**src/rtl/id_stage_pipelined.sv**
```systemverilog
// RV32I decode stage: register file, instruction decode, load-use hazard detection
// and the ID/EX pipeline register feeding the execute stage.
module id_stage_pipelined #(
    parameter int XLEN      = 32,
    parameter int REG_COUNT = 32,
    parameter int BYPASS_EN = 1,
    parameter int HAZARD_EN = 1,
    localparam int RA       = $clog2(REG_COUNT)
) (
    input  logic            clk,
    input  logic            rst,
    input  logic            if_valid,
    input  logic [31:0]     if_instr,
    input  logic [XLEN-1:0] if_pc,
    input  logic            flush,
    input  logic            ex_stall,
    input  logic            wb_we,
    input  logic [RA-1:0]   wb_rd,
    input  logic [XLEN-1:0] wb_data,
    output logic            id_ready,
    output logic            ex_valid,
    output logic [XLEN-1:0] ex_pc,
    output logic [XLEN-1:0] ex_rs1_data,
    output logic [XLEN-1:0] ex_rs2_data,
    output logic [XLEN-1:0] ex_imm,
    output logic [RA-1:0]   ex_rs1,
    output logic [RA-1:0]   ex_rs2,
    output logic [RA-1:0]   ex_rd,
    output logic            ex_branch,
    output logic            ex_jump,
    output logic            ex_memread,
    output logic            ex_memtoreg,
    output logic            ex_memwrite,
    output logic            ex_alusrc,
    output logic            ex_regwrite,
    output logic [1:0]      ex_aluop,
    output logic            ex_illegal
);

    localparam logic [6:0] OP_R      = 7'b0110011;
    localparam logic [6:0] OP_IALU   = 7'b0010011;
    localparam logic [6:0] OP_LOAD   = 7'b0000011;
    localparam logic [6:0] OP_STORE  = 7'b0100011;
    localparam logic [6:0] OP_BRANCH = 7'b1100011;
    localparam logic [6:0] OP_JAL    = 7'b1101111;
    localparam logic [6:0] OP_JALR   = 7'b1100111;
    localparam logic [6:0] OP_LUI    = 7'b0110111;
    localparam logic [6:0] OP_AUIPC  = 7'b0010111;

    // Widens a 32-bit immediate to the datapath width with sign extension.
    function automatic logic signed [XLEN-1:0] sext(input logic signed [31:0] v);
        return v;
    endfunction

    logic [XLEN-1:0]        regs [REG_COUNT];
    logic [RA-1:0]          rs1_d, rs2_d, rd_d;
    logic [XLEN-1:0]        rs1_data_d, rs2_data_d;
    logic signed [XLEN-1:0] imm_d;
    logic                   use_rs1_d, use_rs2_d;
    logic                   branch_d, jump_d, memread_d, memtoreg_d, memwrite_d;
    logic                   alusrc_d, regwrite_d, illegal_d;
    logic [1:0]             aluop_d;
    logic                   hazard, kill, load;

    assign rs1_d = if_instr[15 +: RA];
    assign rs2_d = if_instr[20 +: RA];
    assign rd_d  = if_instr[7 +: RA];

    // Register file; x0 is never written
    always_ff @(posedge clk or posedge rst) begin
        if (rst) begin
            for (int i = 0; i < REG_COUNT; i++) regs[i] <= '0;
        end else if (wb_we && wb_rd != '0) begin
            regs[wb_rd] <= wb_data;
        end
    end

    always_comb begin
        rs1_data_d = '0;
        rs2_data_d = '0;
        if (rs1_d != '0)
            rs1_data_d = (BYPASS_EN != 0 && wb_we && wb_rd == rs1_d) ? wb_data : regs[rs1_d];
        if (rs2_d != '0)
            rs2_data_d = (BYPASS_EN != 0 && wb_we && wb_rd == rs2_d) ? wb_data : regs[rs2_d];
    end

    // Control decode; an empty IF/ID slot decodes to all-zero control
    always_comb begin
        imm_d      = '0;
        use_rs1_d  = 1'b0;
        use_rs2_d  = 1'b0;
        branch_d   = 1'b0;
        jump_d     = 1'b0;
        memread_d  = 1'b0;
        memtoreg_d = 1'b0;
        memwrite_d = 1'b0;
        alusrc_d   = 1'b0;
        regwrite_d = 1'b0;
        illegal_d  = 1'b0;
        aluop_d    = 2'b00;
        if (if_valid) begin
            case (if_instr[6:0])
                OP_R: begin
                    use_rs1_d = 1'b1; use_rs2_d = 1'b1; regwrite_d = 1'b1; aluop_d = 2'b10;
                end
                OP_IALU: begin
                    imm_d = sext({{20{if_instr[31]}}, if_instr[31:20]});
                    use_rs1_d = 1'b1; alusrc_d = 1'b1; regwrite_d = 1'b1; aluop_d = 2'b11;
                end
                OP_LOAD: begin
                    imm_d = sext({{20{if_instr[31]}}, if_instr[31:20]});
                    use_rs1_d = 1'b1; alusrc_d = 1'b1; regwrite_d = 1'b1;
                    memread_d = 1'b1; memtoreg_d = 1'b1;
                end
                OP_STORE: begin
                    imm_d = sext({{20{if_instr[31]}}, if_instr[31:25], if_instr[11:7]});
                    use_rs1_d = 1'b1; use_rs2_d = 1'b1; alusrc_d = 1'b1; memwrite_d = 1'b1;
                end
                OP_BRANCH: begin
                    imm_d = sext({{19{if_instr[31]}}, if_instr[31], if_instr[7],
                                  if_instr[30:25], if_instr[11:8], 1'b0});
                    use_rs1_d = 1'b1; use_rs2_d = 1'b1; branch_d = 1'b1; aluop_d = 2'b01;
                end
                OP_JAL: begin
                    imm_d = sext({{11{if_instr[31]}}, if_instr[31], if_instr[19:12],
                                  if_instr[20], if_instr[30:21], 1'b0});
                    jump_d = 1'b1; regwrite_d = 1'b1;
                end
                OP_JALR: begin
                    imm_d = sext({{20{if_instr[31]}}, if_instr[31:20]});
                    use_rs1_d = 1'b1; jump_d = 1'b1; alusrc_d = 1'b1; regwrite_d = 1'b1;
                end
                OP_LUI, OP_AUIPC: begin
                    imm_d = sext({if_instr[31:12], 12'b0});
                    alusrc_d = 1'b1; regwrite_d = 1'b1;
                end
                default: illegal_d = 1'b1;
            endcase
        end
    end

    assign hazard = (HAZARD_EN != 0) && if_valid && ex_valid && ex_memread && (ex_rd != '0) &&
                    ((use_rs1_d && ex_rd == rs1_d) || (use_rs2_d && ex_rd == rs2_d));
    assign kill     = flush || (!ex_stall && hazard);
    assign load     = !flush && !ex_stall && !hazard;
    assign id_ready = !rst && (flush || (!ex_stall && !hazard));

    // ID/EX boundary: kill inserts a bubble with cleared control, stall holds everything
    always_ff @(posedge clk or posedge rst) begin
        if (rst) begin
            ex_valid <= 1'b0; ex_pc <= '0; ex_rs1_data <= '0; ex_rs2_data <= '0; ex_imm <= '0;
            ex_rs1 <= '0; ex_rs2 <= '0; ex_rd <= '0;
            ex_branch <= 1'b0; ex_jump <= 1'b0; ex_memread <= 1'b0; ex_memtoreg <= 1'b0;
            ex_memwrite <= 1'b0; ex_alusrc <= 1'b0; ex_regwrite <= 1'b0; ex_aluop <= 2'b00;
            ex_illegal <= 1'b0;
        end else if (kill) begin
            ex_valid <= 1'b0;
            ex_branch <= 1'b0; ex_jump <= 1'b0; ex_memread <= 1'b0; ex_memtoreg <= 1'b0;
            ex_memwrite <= 1'b0; ex_alusrc <= 1'b0; ex_regwrite <= 1'b0; ex_aluop <= 2'b00;
            ex_illegal <= 1'b0;
        end else if (load) begin
            ex_valid <= if_valid; ex_pc <= if_pc; ex_rs1_data <= rs1_data_d;
            ex_rs2_data <= rs2_data_d; ex_imm <= imm_d;
            ex_rs1 <= rs1_d; ex_rs2 <= rs2_d; ex_rd <= rd_d;
            ex_branch <= branch_d; ex_jump <= jump_d; ex_memread <= memread_d;
            ex_memtoreg <= memtoreg_d; ex_memwrite <= memwrite_d; ex_alusrc <= alusrc_d;
            ex_regwrite <= regwrite_d; ex_aluop <= aluop_d; ex_illegal <= illegal_d;
        end
    end

endmodule

```
**config.mk**
```make
export PLATFORM = sky130hd
export DESIGN_NAME = id_stage_pipelined
export DESIGN_NICKNAME = d
export VERILOG_FILES = /design/src/rtl/id_stage_pipelined.sv
export SDC_FILE = /design/constraint.sdc
export NUM_CORES = 2
export LEC_CHECK = 0
export ABC_AREA = 1
export BUFFER_PORTS_ARGS = -buffer_cell sky130_fd_sc_hd__buf_2
export CAP_MARGIN = 25
export CORE_UTILIZATION = 45
export CTS_CLUSTER_DIAMETER = 50
export DETAILED_ROUTE_END_ITERATION = 6
export PLACE_DENSITY = 0.59
export SYNTH_ARGS = -nofsm -noshare
export SYNTH_HDL_FRONTEND = slang
export SYNTH_SLANG_ARGS = --single-unit
```
**constraint.sdc**
```tcl
create_clock -name clk -period 114.9 [get_ports clk]
set_input_delay 34.47 -clock clk [delete_from_list [all_inputs] [get_ports clk]]
set_output_delay 34.47 -clock clk [all_outputs]
set_load 0.02 [all_outputs]
```
---- Word-level counts from Yosys, hierarchy flattened ----
Cells that the tools add are included.
cells by class
  add/sub/neg operators ................... 0
  multiply operators ...................... 0
  divide/modulo/power cells ............... 0
  $lt $le $gt $ge ......................... 4
  eq/ne operators ......................... 13
  shifts and indexed selects .............. 0
  muxes and demuxes ....................... 53
  bitwise gates (word level) .............. 4
  reduce and logical (&&, ||, !) cells .... 36
operator list
  operator                                                     number
  bitwise mux 1024 bit                                         1
  binary-select mux 32 bit (select 5 bit)                      2
  two-way mux 32 bit                                           10
  demux 32 bit (select 5 bit)                                  1
  case mux 32 bit (5 select lines)                             1
  two-way mux 1 bit                                            34
  == test 7 x 6 -> 1 bit (second input constant)               3
  == test 7 bit (second input constant)                        3
  == test 5 bit                                                4
  nonzero test 5 bit                                           4
  greater-or-equal comparator 6 bit (second input constant)    3
  inverter 5 -> 6 bit                                          3
  logical AND 1 bit                                            15
  == test 7 x 5 -> 1 bit (second input constant)               2
  OR reduction 6 bit                                           2
  OR reduction 9 bit                                           1
  == test 7 x 2 -> 1 bit (second input constant)               1
  OR reduction 7 bit                                           1
  less-than comparator 6 x 1 -> 1 bit (second input constant)  1
  two-way mux 2 bit                                            3
  case mux 2 bit (3 select lines)                              1
  OR reduction 3 bit                                           2
  zero test 1 bit                                              4
  OR reduction 2 bit                                           2
  other kinds (4)                                              6
word-level totals
  register bits after elaboration ......... 1177
  bits in latches ......................... 0
  memory bits (writable) .................. 0
  ROM bits ................................ 0
  input bits .............................. 107
  output and inout bits ................... 155
  word-level logic and storage cells ...... 158
  memories ................................ 0

---- Longest topological paths before layout ----
  depth after elaboration ................. 11
  gate-level depth with buffers ........... 15
  gate-level depth less buffers ........... 13

---- Worst setup path after synthesis ----
Ideal clock, no wire load.
  path type ............................... input port to output port
  from .................................... input if_instr[17]
  to ...................................... output id_ready
  arrival ................................. 35.566 ns
  data required time ...................... 80.430 ns
  slack ................................... 44.864 ns
  stages .................................. 12
  buffers on the path ..................... 1
  path through ............................ buf_4 -> inv_1 -> nand2_1 -> nand2_1 -> nor2_1 -> nand2_1 -> nor2_1 -> nand2_1 -> nand2_1 -> nand2_2 -> nand2_1 -> a21oi_1
between the ends
  cells in the longest elaborated chain, start to end .. 8
ends and longest elaborated chain
  what                line  text
  start: declaration  13    input logic [31:0] if_instr,
  == test 5 bit       143   ((use_rs1_d && ex_rd == rs1_d) || (use_rs2_d && ex_rd == rs2_d));
  logical AND 1 bit   143
  logical OR 1 bit    143
  logical AND 1 bit   142   assign hazard = (HAZARD_EN != 0) && if_valid && ex_valid && ex_memread && (ex_rd != '0) &&
  zero test 1 bit     146   assign id_ready = !rst && (flush || (!ex_stall && !hazard));
  logical AND 1 bit   146
  logical OR 1 bit    146
  logical AND 1 bit   146
  end: declaration    20    output logic id_ready,
Every way passes these cells.

---- Final worst setup path ----
  from .................................... input if_instr[16]
  to ...................................... output id_ready
Same word-level chain as after synthesis.

==> impl_metrics.json <==
{
  "drive_gt1_frac": 0.07711,
  "seq_area_frac_synth": 0.4536,
  "synth_edf_count": 0,
  "grt_usage": 0.3462,
  "pre_cts_ws_ns": 43.94,
  "initial_core_util": 0.4531,
  "yosys-top-cells-area": "dfrtp_1 45%, nand2_1 20%, o21ai_0 9.3%",
  "cts_resized": 0,
  "synth_fp_nets": 9520,
  "fmax_ghz": 0.01407,
  "num_vias": 64170,
  "route.detailed.drc": 0,
  "min_period_ns": 71.09,
  "tns_ns": 0,
  "syn_area_um2": 64930,
  "timing.slew.headroom": 0.09379,
  "r2r_slack_ns": 111.68,
  "worstPathRequired_ns": 80.43,
  "cts_setup_buffers": 0,
  "area_delta_synth_final_pct": 11.06,
  "cts_tree": "built",
  "synth.avg_cell_area_um2": 6.898,
  "crit_path_max_incr_delay_ns": 0.45,
  "ys_ff_latch": 1177,
  "dieWidth_um": 381.9,
  "end_kind": "primary output",
  "r2r_end": "ex_imm[12]",
  "grt_start_max_net_pins": 211,
  "timing.final.crit_share": 0.6187,
  "worst-path-buf-inv": 3,
  "synth_top_cell_by_area": "dfrtp_1",
  "die_h_um": 381.9,
  "reg2reg_depth": 15,
  "htree_levels": 4,
  "numCtsBuffers": 147,
  "path_cells": "buf_6 > inv_8 > nand2_1 > nand2_1 > nor2_1 > nand2_1 > nor2_1 > nand2_1 > nand2_1 > nand2_2 > nand2_1 > a21oi_1 > buf_2",
  "met3_usage": 0.05921,
  "worst_ep_arrival_time_ns": 36.62,
  "cts.sinks": 1177,
  "seqCellArea_um2": 29450,
  "hold-path-endpoint": "regs[996]",
  "pin_count": 262,
  "vdd.ir_drop.worst_uv": 18.01,
  "dr.first_iter.drc_count": 8051,
  "portBuffers": 261,
  "post-route-util": 0.5032,
  "status": "finished, final reports clean",
  "final.setup.worst_slack_ns": 43.81,
  "num-fill-cells": 14280,
  "synth_cells": 9413,
  "path_max_fanout": 71,
  "clk_pin_slew_worst_paths_ns": 0.05,
  "post-dp-hpwl_um": 139200,
  "rsz0062_at_grt": "false",
  "synth_top_area_frac": 0.4536,
  "overflow": 0,
  "cts_buffer_depth": 3,
  "ctsHoldBuffers": 0,
  "maxCapViolations": 0,
  "clock_skew_ns": 0.02300,
  "via_per_inst": 5.729,
  "cp.depth": 13,
  "power_density_nw_per_um2": 17.49,
  "antenna_found_initial": 11,
  "setup_viol": 0,
  "multi_input_comb_area_um2": 30290,
  "nNetsFinal": 9281,
  "fp-row-count": 139,
  "critical_path.top_delay_family": "buffers and inverters",
  "worstHoldStart": "regs[996]",
  "hold_violations": 0,
  "gp_congestion": 0.8982,
  "fp.coreArea_um2": 143300,
  "antenna_left": 0,
  "dieArea_um2": 145800,
  "grt_pass1_vias": 59250,
  "critPathSlowestCell": "buf_6",
  "yosys_warnings": 0,
  "synthDistinctLibCells": 31,
  "yosys_most_used_dff": "dfrtp_1",
  "holdPathStages": 0,
  "critical_path.startpoint_type": "primary input",
  "wl_per_cell_um": 22.82,
  "maxSlewViolCount": 0,
  "p_leak_nw": 35.56,
  "busiest_layer": "met2",
  "path_common_cell": "nand2_1",
  "clk_latency_ns": 0.80,
  "worst_hold_slack_ns": 0.3727,
  "wirelength_um": 255600,
  "grt_use_met1": 0.4758,
  "worst_pin_slew_ns": 1.359,
  "synthArstFlopShare": 1.000,
  "gr-usage-met2": 0.5400,
  "grt_pass1_wl_um": 383800,
  "drt_first_pass_iters": 6,
  "hold_class": "flop to flop",
  "path_class": "primary input to primary output",
  "root_buffer": "clkbuf_16",
  "r2r-start": "ex_rd[1]"
}
metal layers:
metal  routed length, um  share of wire  up-vias
li1                    -              -    29720
met1              106600           0.42    30440
met2              113200           0.44     3381
met3               24830          0.097      624
met4               11020          0.043        2
met5                  13       0.000051        -
report_power, final:
group	internal [W]	switching, W
clock	0.000296	0.000188
sequential	0.000489	0.0000456
combinational	0.0000784	0.000164
total	0.000863	0.000398
worst reg2reg max path: stages (launching register included):
cell and delay (ns):
dfrtp_1 0.49, inv_1 0.13, nand2_1 0.09, nand2_1 0.06, nor2_1 0.10, nand2_1 0.06, nor2_1 0.23, nand2_1 0.08
nand2_1 0.08, nand2_2 0.11, nand3_4 0.32, buf_4 0.84, nor2_2 0.04, buf_4 0.28, nand2_1 0.13, nand2_1 0.06
sequential cells by signal (all words and copies together), names as in the netlist:
register and cells:
regs 1024, ex_imm 32, ex_pc 32, ex_rs1_data 32
ex_rs2_data 32, ex_rd 5, ex_rs1 5, ex_rs2 5
ex_aluop 2, ex_alusrc 1, ex_branch 1, ex_illegal 1
ex_jump 1, ex_memtoreg 1, ex_memwrite 1, ex_regwrite 1
ex_valid 1
worst max path at each step:
stage,end,slack (ns),from
2_1_floorplan,id_ready,44.86,if_instr[17]
3_3_place_gp,id_ready,43.90,if_instr[24]
3_5_place_dp,id_ready,43.94,if_instr[15]
4_1_cts,id_ready,43.94,if_instr[15]
5_1_grt,id_ready,43.78,if_instr[15]
6_report,id_ready,43.81,if_instr[16]
cell type report:
type	instances	share of cell area
timing repair buffer	370	0.03484
clock buffer	212	0.06137
multi-input combinational	6850	0.4200
antenna	12	0.0004164
inverter	628	0.03330
sequential	1177	0.4085
tap	1903	0.03302
clock inverter	48	0.008589
cell usage in the layout (no fill, tap or decap), types with 20 or more instances in the layout:
cell type / instances
nand2_1: 3375
o21ai_0: 1211
nand3_1: 818
clkbuf_1: 26
clkinv_2: 20
nor2_1: 744
buf_4: 89
clkbuf_8: 29
dfrtp_1: 1177
nand2_4: 26
clkbuf_16: 157
buf_2: 253
or2_2: 40
a21oi_1: 170
o21ai_1: 92
inv_1: 610
o211ai_1: 254
nand4_1: 70
synth_stat cells (11+ instances only):
master / number
dfrtp_1: 1177
or2_2: 40
a21oi_1: 173
inv_2: 12
nor2_1: 749
nand4_1: 70
o21ai_1: 92
nand2_1: 3401
o211ai_1: 254
clkbuf_1: 482
o21ai_0: 1211
inv_1: 613
o22ai_1: 11
nand3_1: 819
buf_1: 66
buf_2: 202
through the flow:
| step | instance area (um2) | power [W] | cells |
|---|---|---|---|
| after detailed placement | 66820 | 0.0007775 | 10920 |
| after global placement | 66700 | 0.0007705 | 10910 |
| final | 72110 | 0.001261 | 11200 |
| after global routing | 72090 | 0.001324 | 11190 |
| after floorplan | 64930 | 0.0007033 | 9413 |
| after CTS | 71870 | 0.001262 | 11180 |
cell families (layout without fill, tap and decap cells):
family,count (synthesis),in the layout,share of synthesized area
AOI/OAI and AO/OA,1743,1743,0.1444
xor gates and xnor gates,1,1,0.0001349
buffers and inverters,1386,1258,0.08448
DFF,1177,1177,0.4536
other,0,12,0
and+or+nand+nor,5106,5106,0.3174
(Power assumes the default switching activity.)
